$ cat src/rtl/cardinal_nic_fifo.sv
// cardinal_nic_fifo: processor <-> gold_ring network interface.
//   One FIFO per direction (ring->proc IN_DEPTH, proc->ring OUT_DEPTH).
//   Data vectors are [0:DATA_W-1]: index 0 is the VC bit, index DATA_W-1 the LSB.
// Ports:
//   clk, reset            rising-edge clock, synchronous active-high reset
//   addr, d_in, d_out     processor register interface
//                         00 in-data, 01 in-status, 10 out-data, 11 out-status
//   nicEn, nicWrEn        access enable / write select
//   net_si/net_ri/net_di  ring -> NIC handshake and packet
//   net_so/net_ro/net_do  NIC -> ring handshake and packet
//   net_polarity          ring even/odd cycle; a head is sent only when its VC bit differs

// Simple circular buffer. Callers guarantee push only when not full and
// pop only when not empty.
module cardinal_nic_fifo_q #(
    parameter int W     = 64,
    parameter int DEPTH = 4
) (
    input  logic                         clk,
    input  logic                         reset,
    input  logic                         push,
    input  logic                         pop,
    input  logic [0:W-1]                 wdata,
    output logic [0:W-1]                 head,
    output logic [$clog2(DEPTH+1)-1:0]   count,
    output logic                         empty,
    output logic                         full
);
    localparam int PW = $clog2(DEPTH);
    localparam int CW = $clog2(DEPTH+1);

    logic [0:W-1]  mem [DEPTH];
    logic [PW-1:0] wr_ptr, rd_ptr;

    always_ff @(posedge clk) begin
        if (reset) begin
            wr_ptr <= '0;
            rd_ptr <= '0;
            count  <= '0;
        end else begin
            if (push) wr_ptr <= wr_ptr + PW'(1);
            if (pop)  rd_ptr <= rd_ptr + PW'(1);
            if (push && !pop)      count <= count + CW'(1);
            else if (pop && !push) count <= count - CW'(1);
        end
    end

    // Storage needs no reset; the pointers define what is valid.
    always_ff @(posedge clk) begin
        if (push) mem[wr_ptr] <= wdata;
    end

    assign head  = mem[rd_ptr];
    assign empty = (count == '0);
    assign full  = (count == CW'(DEPTH));
endmodule

module cardinal_nic_fifo #(
    parameter int DATA_W    = 64,
    parameter int IN_DEPTH  = 4,
    parameter int OUT_DEPTH = 4
) (
    input  logic              clk,
    input  logic              reset,
    input  logic [1:0]        addr,
    input  logic [0:DATA_W-1] d_in,
    output logic [0:DATA_W-1] d_out,
    input  logic              nicEn,
    input  logic              nicWrEn,
    input  logic              net_si,
    output logic              net_ri,
    input  logic [0:DATA_W-1] net_di,
    output logic              net_so,
    input  logic              net_ro,
    output logic [0:DATA_W-1] net_do,
    input  logic              net_polarity
);
    localparam int ICW = $clog2(IN_DEPTH+1);
    localparam int OCW = $clog2(OUT_DEPTH+1);

    logic [0:DATA_W-1] in_head, out_head;
    logic [ICW-1:0]    in_count;
    logic [OCW-1:0]    out_count;
    logic              in_empty, in_full, out_empty, out_full;
    logic              in_push, in_pop, out_push, out_pop;
    logic              rd, wr, out_wr, eligible, ovf;
    logic [7:0]        in_cnt8, out_cnt8;

    assign rd = nicEn && !nicWrEn && !reset;
    assign wr = nicEn &&  nicWrEn && !reset;

    // Ring -> processor
    assign net_ri  = !in_full && !reset;
    assign in_push = net_si && net_ri;
    assign in_pop  = rd && (addr == 2'b00) && !in_empty;

    // Processor -> ring; the full check uses the pre-edge count, so a write
    // while full is dropped even if a send frees a slot in the same cycle.
    assign out_wr   = wr && (addr == 2'b10);
    assign out_push = out_wr && !out_full;
    assign eligible = !out_empty && (out_head[0] != net_polarity);
    assign net_so   = eligible && net_ro && !reset;
    assign out_pop  = net_so;
    assign net_do   = (out_empty || reset) ? '0 : out_head;

    cardinal_nic_fifo_q #(.W(DATA_W), .DEPTH(IN_DEPTH)) u_in_q (
        .clk(clk), .reset(reset), .push(in_push), .pop(in_pop), .wdata(net_di),
        .head(in_head), .count(in_count), .empty(in_empty), .full(in_full)
    );

    cardinal_nic_fifo_q #(.W(DATA_W), .DEPTH(OUT_DEPTH)) u_out_q (
        .clk(clk), .reset(reset), .push(out_push), .pop(out_pop), .wdata(d_in),
        .head(out_head), .count(out_count), .empty(out_empty), .full(out_full)
    );

    // Sticky overflow; set (addr 10 write) and clear (addr 11 read) never coincide.
    always_ff @(posedge clk) begin
        if (reset)                            ovf <= 1'b0;
        else if (out_wr && out_full)          ovf <= 1'b1;
        else if (rd && (addr == 2'b11))       ovf <= 1'b0;
    end

    assign in_cnt8  = 8'(in_count);
    assign out_cnt8 = 8'(out_count);

    // Status counts sit at [DATA_W-9:DATA_W-2], MSB leftmost.
    always_comb begin
        d_out = '0;
        if (rd) begin
            case (addr)
                2'b00: if (!in_empty) d_out = in_head;
                2'b01: begin
                    d_out[DATA_W-1]      = !in_empty;
                    d_out[DATA_W-9 +: 8] = in_cnt8;
                end
                2'b11: begin
                    d_out[DATA_W-1]      = out_full;
                    d_out[DATA_W-9 +: 8] = out_cnt8;
                    d_out[0]             = ovf;
                end
                default: ;
            endcase
        end
    end
endmodule
$ cat config.mk
export PLATFORM = sky130hd
export DESIGN_NAME = cardinal_nic_fifo
export DESIGN_NICKNAME = d
export VERILOG_FILES = /design/src/rtl/cardinal_nic_fifo.sv
export SDC_FILE = /design/constraint.sdc
export NUM_CORES = 1
export LEC_CHECK = 0
export CAP_MARGIN = 20
export CORE_MARGIN = 10
export CORE_UTILIZATION = 40
export CTS_BUF_LIST = sky130_fd_sc_hd__clkbuf_4 sky130_fd_sc_hd__clkbuf_8 sky130_fd_sc_hd__clkbuf_16
export CTS_CLUSTER_SIZE = 14
export DETAILED_ROUTE_END_ITERATION = 10
export GPL_TIMING_DRIVEN = 0
export PLACE_DENSITY_LB_ADDON = 0.05
export SYNTH_ARGS = -nofsm -noshare
export SYNTH_HDL_FRONTEND = slang
export SYNTH_SLANG_ARGS = --single-unit
$ cat constraint.sdc
create_clock -name clk -period 3 [get_ports clk]
set_input_delay 0.45 -clock clk [delete_from_list [all_inputs] [get_ports clk]]
set_output_delay 0.45 -clock clk [all_outputs]
set_load 0.01 [all_outputs]
Word level (Yosys, flattened, before mapping)
Memory sizes are Yosys's and may differ from the RTL's. A register that Yosys moved wholly into a read port is not among the register bits. Cells that the tools add are included.

Add/sub/neg operators: 8. Eq/ne operators: 6. Multiplexer cells: 20. Reduce and logical (&&, ||, !) cells: 36.

Operators with widths (number): 64-bit 2-to-1 mux (3); 54-bit 2-to-1 mux (1); 9-bit one-hot mux with 3 select lines (1); 1-bit logical AND (19); 3-bit 2-to-1 mux (4); 1-bit logical NOT (10); 2-bit by 1-bit adder with 2-bit output (second input constant) (4); 2-bit 2-to-1 mux (4); 3-bit by 1-bit adder with 3-bit output (second input constant) (2); 3-bit equality test (second input constant) (2); 3-bit logical NOT (2); 1-bit 2-to-1 mux (6); 2-bit nonzero test (3); 3-bit by 1-bit subtractor with 3-bit output (second input constant) (2); 2-bit equality test (second input constant) (2); 2-bit by 1-bit equality test with 1-bit output (second input constant) (1); 2-bit logical NOT (1); 1-bit one-hot mux with 2 select lines (1); 1-bit logical OR (1); 1-bit != test (1).

Register bits after elaboration: 15. RAM bits: 512. Bits of input ports: 137. Output and inout bits: 130. Word-level logic and storage cells: 79. Memories kept: 2.

Memory list: u_in_q.mem (depth 4, bits a word 64, rd ports 1, clocked after memory_dff 1, write ports 1, line 32) `logic [0:W-1] mem [DEPTH];`; u_out_q.mem (depth 4, bits a word 64, rd ports 1, clocked after memory_dff 1, write ports 1, line 32).

Depth between registers and ports, before layout
Gate-level depths: netlist of the first run.

Word-level depth: 8. Depth in mapped cells: 11. Gate-level depth less buffers: 10.

Hierarchy
A second synthesis of the first run with hierarchy kept.

Cell total of the unflattened synthesis: 998. Area, all modules: 21007.6 um^2.

Modules (own cells, without submodules): cardinal_nic_fifo_q (instances 2, cells each 378, area each 9739.3 um^2, sequential area each 7867.5 um^2); cardinal_nic_fifo (instances 1, cells each 242, area each 1529.0 um^2, sequential area each 20.0 um^2).

Least setup slack after synthesis of the first run
No wires, ideal clock.

Kind: input-to-reg. Start: input port reset. End: memory u_out_q.mem[1][0] (netlist bit) (enable). Library setup time: 0.429 ns. Arrival: 2.645 ns. Required time: 2.571 ns. Slack: -0.074 ns. Stages on the path: 4. Path buffers: 1. Path through: buf_2 -> nand4b_1 -> nor2_1 -> and2_1.

Cells in the longest elaborated chain, start to end: 6.

Ends and longest elaborated chain: start, declared (line 64) `input logic reset,`; 1-bit logical NOT (line 90) `assign wr = nicEn && nicWrEn && !reset;`; 1-bit logical AND (line 90); 1-bit logical AND (line 99) `assign out_wr = wr && (addr == 2'b10);`; 1-bit logical AND (line 100) `assign out_push = out_wr && !out_full;`; net out_push (line 85) `logic in_push, in_pop, out_push, out_pop;`; 1-bit 2-to-1 mux (line 50) `if (push) mem[wr_ptr] <= wdata;`; 1-bit 2-to-1 mux (not written as such) (line 50); end, declared (line 32).

The timed path passes the listed nets, and every way through them passes these cells.

==> flow_summary.json, run 1 <==
{
  "ios": 267,
  "num_rows": 82,
  "drtAntennaViolNets": 0,
  "hold_violations": 0,
  "synthTopCellsByArea": "edfxtp_1, mux4_2, and2_1",
  "max_freq_mhz": 330.8,
  "path_cells": "buf_8 > buf_4 > mux4_2 > and2_1 > clkdlybuf4s50_1",
  "critPathLaunchType": "flip-flop",
  "place_congestion": 0.7051,
  "vdd_ir_drop_max_mv": 0.4220,
  "critical_path.endpoint_type": "primary output",
  "crit_fanout": 10,
  "timing.rr.end": "u_out_q.count[2]",
  "synthArstFlopShare_pct": 0,
  "clock_path_buffers": 3,
  "cap_violations": 0,
  "synth_edf_count": 512,
  "setup_viol": 3,
  "final_area_um2": 26250,
  "synth_seq_cells": 531,
  "rr_worst_depth": 11,
  "cts.sinks": 531,
  "finalNonFillerCells": 1992,
  "synth_top_area_share_pct": 75.27,
  "overflow": 0,
  "placed_area_um2": 24170,
  "min_period_over_period_pct": 100.8,
  "violations": "negative setup slack",
  "syn_area_um2": 20430,
  "drcViolationCount": 0,
  "clk_pin_slew_worst_paths_ns": 0.06,
  "die_width_um": 246.0,
  "worst_hold_slack_ns": 0.4629,
  "dieHeight_um": 246.0,
  "worst_pin_slew_ns": 0.5658,
  "yosysUniqueCellTypes": 39,
  "finClkSkew_ns": 0.01649,
  "dr.pass1.iters": 4,
  "dp_hpwl_mm": 29.30,
  "wl_per_cell_um": 22.98,
  "dieArea_um2": 60500,
  "rsz0062_at_grt": "true",
  "drive_above_1_share_pct": 23.31,
  "netlist_instances": 934,
  "antenna_found_initial": 10,
  "p_total_mw": 15.76,
  "slew-limit-headroom_pct": 62.21,
  "yosys_warnings": 0,
  "grt_usage_pct": 15.09,
  "areaGrowthSynthToFinish_pct": 28.51,
  "dp.cells": 1880,
  "worstSkewPairLatency_ns": 0.60,
  "max_stage_delay_ns": 0.57,
  "root_buffer": "clkbuf_16",
  "path_class": "reg2out",
  "dp_slack_ns": -0.8436,
  "min_delay_path_depth": 1,
  "slew_violations": 0,
  "crit_family": "buffers and inverters",
  "ys.flop_type": "edfxtp_1",
  "min-delay-start": "u_out_q.rd_ptr[1]",
  "viasPerCell": 4.993,
  "cp_slowest_cell": "mux4_2",
  "final_nets": 1430,
  "worstPathRequired_ns": 2.55,
  "cellPowerDensity_nw_per_um2": 600.4,
  "cts_tree": "built",
  "final_core_util_pct": 52.22,
  "routed_wl_mm": 45.78,
  "setup_tns_ns": -0.03332,
  "yosysMostFrequentCell": "edfxtp_1",
  "cts_inserted_buffers": 55,
  "synth_nets": 1088,
  "hold_path.class": "reg2reg",
  "htree_levels": 2,
  "port_buffers": 266,
  "grt_max_degree": 53,
  "crit_arrival_ns": 2.57,
  "syn_avg_cell_area_um2": 21.87,
  "grt_pass1_vias": 10920,
  "yosysSeqAreaShare_pct": 77.13,
  "p_leak_nw": 9.204,
  "setup_ws_ns": -0.02266,
  "yosys-top-cells-count": "edfxtp_1, mux4_2, and2_1",
  "status": "finished with violations",
  "hold_buffers": 0,
  "core_um2": 50270,
  "post-synth-top-area-cell": "edfxtp_1",
  "grt_pass1_wl_mm": 68.83,
  "period_needed_ns": 3.023,
  "first_iter_violations": 495,
  "r2r_slack_ns": 0.19,
  "start_util_pct": 40.63,
  "vias": 9946,
  "crit_buf_inv": 3
}
-- sequential cells by signal, indices dropped and copies added (netlist names), named ones only --
signal / cells
ovf: 1
u_in_q.count: 3
u_in_q.mem: 256
u_in_q.rd_ptr: 2
u_in_q.wr_ptr: 2
u_out_q.count: 3
u_out_q.mem: 256
u_out_q.rd_ptr: 2
u_out_q.wr_ptr: 2
-- area by class of cell --
| cell class | instances | area, um^2 |
|---|---|---|
| well taps | 672 | 840.8 |
| multi-input cells | 343 | 4425 |
| flip-flops and latches | 531 | 15760 |
| inverters | 10 | 37.54 |
| repair buffers | 286 | 2952 |
| fillers | 4074 | 24020 |
| clock buffers | 76 | 1582 |
| diodes | 3 | 7.507 |
| plain buffers | 49 | 467.9 |
| clock inverters | 22 | 176.4 |
-- worst max path at each step --
| stage | depth (start not counted) | end |
|---|---|---|
| after floorplan | 3 | u_in_q.mem[1][0] |
| after global placement | 4 | u_in_q.mem[1][32] |
| after detailed placement | 6 | d_out[56] |
| after CTS | 5 | net_do[25] |
| after global routing | 5 | net_do[7] |
| final | 5 | net_do[7] |
-- power by group --
part	leakage, nW	internal [mW]	total (mW)	switching, mW
Sequential	4.78	8.26	8.30	0.0388
Combinational	3.53	0.443	0.827	0.384
Clock	0.895	3.92	6.63	2.72
Total	9.20	12.6	15.8	3.14
-- layer usage --
| metal | wire, um | part of all wire (%) | track usage, % |
|---|---|---|---|
| met1 | 18880 | 41 | 18.62 |
| met2 | 23010 | 50 | 25.14 |
| met3 | 3117 | 6.8 | 5.410 |
| met4 | 669 | 1.5 | 3.249 |
| met5 | 108 | 0.24 | 0 |
-- cells in the final DEF, fill, tap and decap left out, types with 4 or more instances in the layout --
cell type | Yosys | layout
clkbuf_2 | 2 | 14
inv_1 | 10 | 10
clkbuf_16 | 0 | 57
dfxtp_1 | 19 | 16
clkdlybuf4s50_1 | 0 | 189
mux2i_1 | 5 | 5
buf_4 | 6 | 22
and2_1 | 72 | 64
nand2_1 | 4 | 4
nor2b_1 | 4 | 4
clkinv_2 | 0 | 12
and3_1 | 55 | 55
dlymetal6s2s_1 | 0 | 18
xor2_1 | 6 | 6
clkinv_1 | 0 | 7
edfxtp_1 | 512 | 512
ha_1 | 15 | 15
buf_12 | 0 | 10
dlygate4sd2_1 | 0 | 53
clkbuf_4 | 0 | 28
buf_16 | 0 | 8
a222oi_1 | 4 | 4
a21oi_1 | 5 | 5
mux4_2 | 128 | 128
and2_4 | 0 | 8
nor2_1 | 17 | 16
-- worst register-to-register path, cell delays in order, from the launching register on --
cell and delay (ns):
dfxtp_1 0.34, buf_8 0.16, buf_4 0.12, mux4_2 0.55
xor2_4 0.19, nand3_4 0.12, ha_1 0.21, inv_1 0.06
fa_1 0.37, xor2_1 0.18, or3_1 0.31, a21oi_1 0.14
-- cells by family (layout without fill, tap and decap cells) --
logic type / Yosys count / in the layout / synth area share (%)
and+or+nand+nor: 168 / 168 / 5.005
adders and majority gates: 17 / 17 / 1.115
muxes: 133 / 133 / 14.36
DFF: 531 / 531 / 77.13
AOI/OAI and AO/OA: 16 / 16 / 0.5697
buffers and inverters: 60 / 443 / 1.397
xor gates and xnor gates: 9 / 9 / 0.4227
other: 0 / 3 / 0
-- repair_timing --
action,CTS,global route
setup endpoints to repair,129,71
endpoints found under the hold margin,0,0
pin swaps,3,1
gates resized for setup,129,55
setup buffers,7,5
Note: power is estimated with default switching activity, not from simulation.
==> run 2, diff against run 1 <==
- DONT_BUFFER_PORTS: not set -> 1
==> flow_summary.json, run 2 (same netlist as run 1, synthesis figures left out) <==
{
  "crit_fanout": 10,
  "grt_max_degree": 55,
  "cts_setup_buffers": 0,
  "setup_viol": 0,
  "clock_path_buffers": 3,
  "slew_violations": 0,
  "cts.sinks": 531,
  "place_congestion": 0.7138,
  "root_buffer": "clkbuf_16",
  "htree_levels": 2,
  "final_common_cell": "edfxtp_1",
  "final_nets": 1282,
  "port_buffers": 0,
  "worst_hold_slack_ns": 0.06452,
  "max_freq_mhz": 354.4,
  "crit_family": "buffers and inverters",
  "min_delay_path_depth": 2,
  "rsz0062_at_grt": "false",
  "clk_pin_slew_worst_paths_ns": 0.06,
  "cp_num_cells": 4,
  "finClkSkew_ns": 0.009124,
  "rr_worst_depth": 10,
  "min_period_over_period_pct": 94.06,
  "first_iter_violations": 474,
  "crit_arrival_ns": 2.37,
  "slew-limit-headroom_pct": 31.14,
  "vias": 9501,
  "crit_buf_inv": 2,
  "ios": 267,
  "viasPerCell": 5.152,
  "p_leak_nw": 8.005,
  "grt_pass1_vias": 10380,
  "cts_tree": "built",
  "r2r_slack_ns": 0.32,
  "dieArea_um2": 60500,
  "period_needed_ns": 2.822,
  "grt_usage_pct": 14.89,
  "overflow": 0,
  "cellPowerDensity_nw_per_um2": 637.5,
  "reg_top3": "u_in_q.mem: 256 flops, u_out_q.mem: 256 flops",
  "cts_inserted_buffers": 56,
  "final_cell_mix": "edfxtp_1, mux4_2, dlygate4sd3_1",
  "hold_violations": 0,
  "vdd_ir_drop_max_mv": 0.4787,
  "critical_path.endpoint_type": "primary output",
  "worstPathRequired_ns": 2.55,
  "dp_hpwl_mm": 28.76,
  "wl_per_cell_um": 24.61,
  "areaGrowthSynthToFinish_pct": 20.36,
  "core_um2": 50270,
  "worstSkewPairLatency_ns": 0.59,
  "cap_violations": 0,
  "antenna_found_initial": 3,
  "max_stage_delay_ns": 0.57,
  "cp_slowest_cell": "clkbuf_1",
  "num_rows": 82,
  "start_util_pct": 40.63,
  "min-delay-start": "net_ro",
  "final_core_util_pct": 48.90,
  "grt_pass1_wl_mm": 67.34,
  "dr.pass1.iters": 4,
  "dieHeight_um": 246.0,
  "hold_path.class": "in2reg",
  "routed_wl_mm": 45.37,
  "path_class": "reg2out",
  "die_width_um": 246.0,
  "critPathLaunchType": "flip-flop",
  "worst_pin_slew_ns": 1.028,
  "drtAntennaViolNets": 0,
  "dp.cells": 1614,
  "finalNonFillerCells": 1844,
  "path_cells": "buf_2 > clkbuf_1 > mux4_2 > and2_1",
  "timing.rr.end": "u_out_q.count[2]",
  "drive_above_1_share_pct": 22.46,
  "status": "completed",
  "drcViolationCount": 0
}
## run 2: changes by cell type in the layout (fill, tap and decap cells not counted), sizes merged
cell           delta
diode             -2
clkbuf            -9
buf              -14
dlygate4sd3     +128
clkdlybuf4s15     -1
clkdlybuf4s50   -189
dlygate4sd2      -53
dlymetal6s2s     -18
bufinv            +2
clkinv            +8
## run 2: repair_timing
action / CTS / global route
hold buffers: 128 / 0
endpoints found under the hold margin: 512 / 0
gates resized for setup: 7 / 2
setup endpoints to repair: 51 / 1
## run 2: layer usage
| metal | vias to the layer above | part of all wire (%) | GRT usage, % |
|---|---|---|---|
| met5 | - | 0.031 | 0 |
| met4 | 4 | 1.9 | 4.465 |
| met3 | 65 | 6.9 | 4.371 |
| met2 | 240 | 51 | 25.01 |
| met1 | 4970 | 40 | 18.33 |
| li1 | 4222 | - | - |
## run 2: how the worst max path moves through the flow
stage / to / from
floorplan: u_in_q.mem[1][0] / reset
global placement: u_in_q.mem[1][30] / u_in_q.count[0]
detailed placement: u_in_q.count[2] / reset
CTS: d_out[9] / u_in_q.count[0]
global route: net_do[25] / flip-flop
finish: net_do[5] / flip-flop
## run 2: power by group
group	internal, mW	switching [mW]
Combinational	0.315	0.376
Sequential	8.27	0.0396
Clock	3.98	2.70
Total	12.6	3.12
## run 2: cell type report
cell class	count	area [um^2]
fill	4194	25690
sequential	531	15760
multi-input combinational	343	4413
clock buffer	69	1516
timing repair buffer	136	1501
tap	672	840.8
clock inverter	32	261.5
buffer	50	256.5
inverter	10	37.54
antenna	1	2.502
## run 2: metrics by stage
stage                     setup TNS [ns]  instance area, um^2  setup slack, ns  total power, mW
after floorplan                        0                20430          0.05448            8.798
after global placement           -481.05                21270           -1.581            8.950
after detailed placement               0                21510          0.06537            8.964
after CTS                              0                24580          0.05271            15.92
after global routing                   0                24580          0.01041            16.27
final                                  0                24580           0.1782            15.67
==> run 3, diff against run 2 <==
- SLEW_MARGIN: not set -> 40
==> flow_summary.json, run 3 (same netlist as run 1, synthesis figures left out) <==
{
  "p_leak_nw": 8.087,
  "first_iter_violations": 506,
  "cp_slowest_cell": "clkbuf_1",
  "grt_usage_pct": 15.09,
  "place_congestion": 0.7138,
  "final_area_um2": 24770,
  "min-delay-start": "net_ro",
  "grt_pass1_vias": 10530,
  "min_period_over_period_pct": 94.06,
  "worst_pin_slew_ns": 0.6926,
  "slew_violations": 0,
  "hold_path.class": "in2reg",
  "slew-limit-headroom_pct": 53.78,
  "drtAntennaViolNets": 0,
  "antenna_found_initial": 4,
  "cellPowerDensity_nw_per_um2": 641.6,
  "vdd_ir_drop_max_mv": 0.4388,
  "finClkSkew_ns": 0.01105,
  "cts.sinks": 531,
  "worstHoldEndpoint": "u_out_q.rd_ptr[0]",
  "crit_fanout": 10,
  "start_util_pct": 40.63,
  "wl_per_cell_um": 24.71,
  "dieArea_um2": 60500,
  "min_delay_path_depth": 2,
  "timing.rr.end": "u_out_q.count[2]",
  "fillCellCount": 4151,
  "routed_wl_mm": 45.97,
  "reg_top3": "u_in_q.mem: 256 flops, u_out_q.mem: 256 flops",
  "vias": 9612,
  "dr_wl_met3_mm": 3.148,
  "dieHeight_um": 246.0,
  "clock_path_buffers": 3,
  "setup_tns_ns": 0,
  "cap_violations": 0,
  "critical_path.endpoint_type": "primary output",
  "dr.pass1.iters": 5,
  "final_cell_mix": "edfxtp_1, mux4_2, dlygate4sd3_1",
  "max_freq_mhz": 354.4,
  "r2r_slack_ns": 0.32,
  "grt_pass1_wl_mm": 68.31,
  "viasPerCell": 5.168,
  "placed_area_um2": 21610,
  "drive_above_1_share_pct": 23.46,
  "setup_viol": 0,
  "path_class": "reg2out",
  "num_rows": 82,
  "max_stage_delay_ns": 0.55,
  "drcViolationCount": 0,
  "highest_layer": "met5",
  "dp_hpwl_mm": 29.97,
  "areaGrowthSynthToFinish_pct": 21.29,
  "final_nets": 1291,
  "period_needed_ns": 2.822,
  "critPathLaunchType": "flip-flop",
  "overflow": 0,
  "status": "completed",
  "port_buffers": 0,
  "wl_met2_mm": 23.27,
  "worstSkewPairLatency_ns": 0.60,
  "die_width_um": 246.0,
  "ios": 267,
  "worstPathRequired_ns": 2.55,
  "cts_tree": "built",
  "path_cells": "buf_2 > clkbuf_1 > mux4_2 > and2_1",
  "grt_max_degree": 34,
  "cts_inserted_buffers": 57,
  "clk_pin_slew_worst_paths_ns": 0.06,
  "p_total_mw": 15.90,
  "crit_arrival_ns": 2.37,
  "final_common_cell": "edfxtp_1",
  "htree_levels": 2,
  "rsz0062_at_grt": "false",
  "hold_violations": 0,
  "wl_met1_mm": 18.59,
  "rr_worst_depth": 10,
  "core_um2": 50270,
  "root_buffer": "clkbuf_16"
}
run 3: changes by cell type in the layout (fill, tap and decap cells not counted), moves of 2 or more:
| cell | before | now |
|---|---|---|
| clkbuf_16 | 57 | 59 |
| diode_2 | 1 | 3 |
| buf_16 | 8 | 0 |
| clkinv_2 | 8 | 11 |
| buf_12 | 0 | 16 |
run 3: final cells by class:
cell class / instances / area, um^2 / area share [%]
Multi-Input combinational cell: 343 / 4419 / 17.84
Tap cell: 672 / 840.8 / 3.394
Inverter: 10 / 37.54 / 0.1515
Sequential cell: 531 / 15760 / 63.60
Buffer: 50 / 256.5 / 1.035
Timing Repair Buffer: 144 / 1602 / 6.465
Antenna cell: 3 / 7.507 / 0.03030
Clock inverter: 36 / 289.0 / 1.167
Clock buffer: 71 / 1567 / 6.323
run 3: critical path, delay by kind of cell, from the launching register on:
kind	cells	cell delay (ns)
buf+inv	2	0.81
flops	1	0.30
mux	1	0.40
simple gates	1	0.26
run 3: through the flow:
stage / cells / worst slack, ns / hold WS [ns] / utilization, %
floorplan: 934 / 0.05448 / 0.4280 / -
global placement: 1606 / -1.581 / 0.4472 / 42.31
detailed placement: 1622 / 0.2000 / 0.4618 / 42.99
CTS: 1857 / 0.04403 / 0.002019 / 49.26
global route: 1859 / 0.01362 / 0.01832 / 49.27
finish: 1860 / 0.1781 / 0.04491 / 49.28
run 3: worst max path at each step:
| stage | from | to | slack [ns] | cells after the start |
|---|---|---|---|---|
| final | flip-flop | net_do[25] | 0.18 | 4 |
| after global routing | flip-flop | net_do[31] | 0.01 | 4 |
| after floorplan | reset | u_in_q.mem[1][0] | 0.05 | 3 |
| after global placement | u_in_q.count[0] | u_in_q.mem[1][30] | -1.58 | 3 |
| after CTS | u_in_q.count[0] | d_out[9] | 0.04 | 4 |
| after detailed placement | reset | u_out_q.count[2] | 0.20 | 9 |
run 3: per-layer routing:
layer	GRT usage, %	vias up
met2	25.59	248
li1	-	4248
met5	0	-
met4	4.792	2
met1	18.07	5046
met3	4.685	68
run 3: power breakdown:
group	switching, mW	internal (mW)	leakage (nW)
Sequential	0.0392	8.27	4.78
Combinational	0.381	0.321	2.38
Clock	2.78	4.10	0.929
Total	3.20	12.7	8.09
run 3: what timing repair did:
| action | CTS | global route |
|---|---|---|
| hold buffers | 128 | 0 |
| hold endpoints to repair | 512 | 0 |
| resized for setup | 7 | 2 |
| setup endpoints to repair | 55 | 6 |
| setup buffers | 0 | 0 |
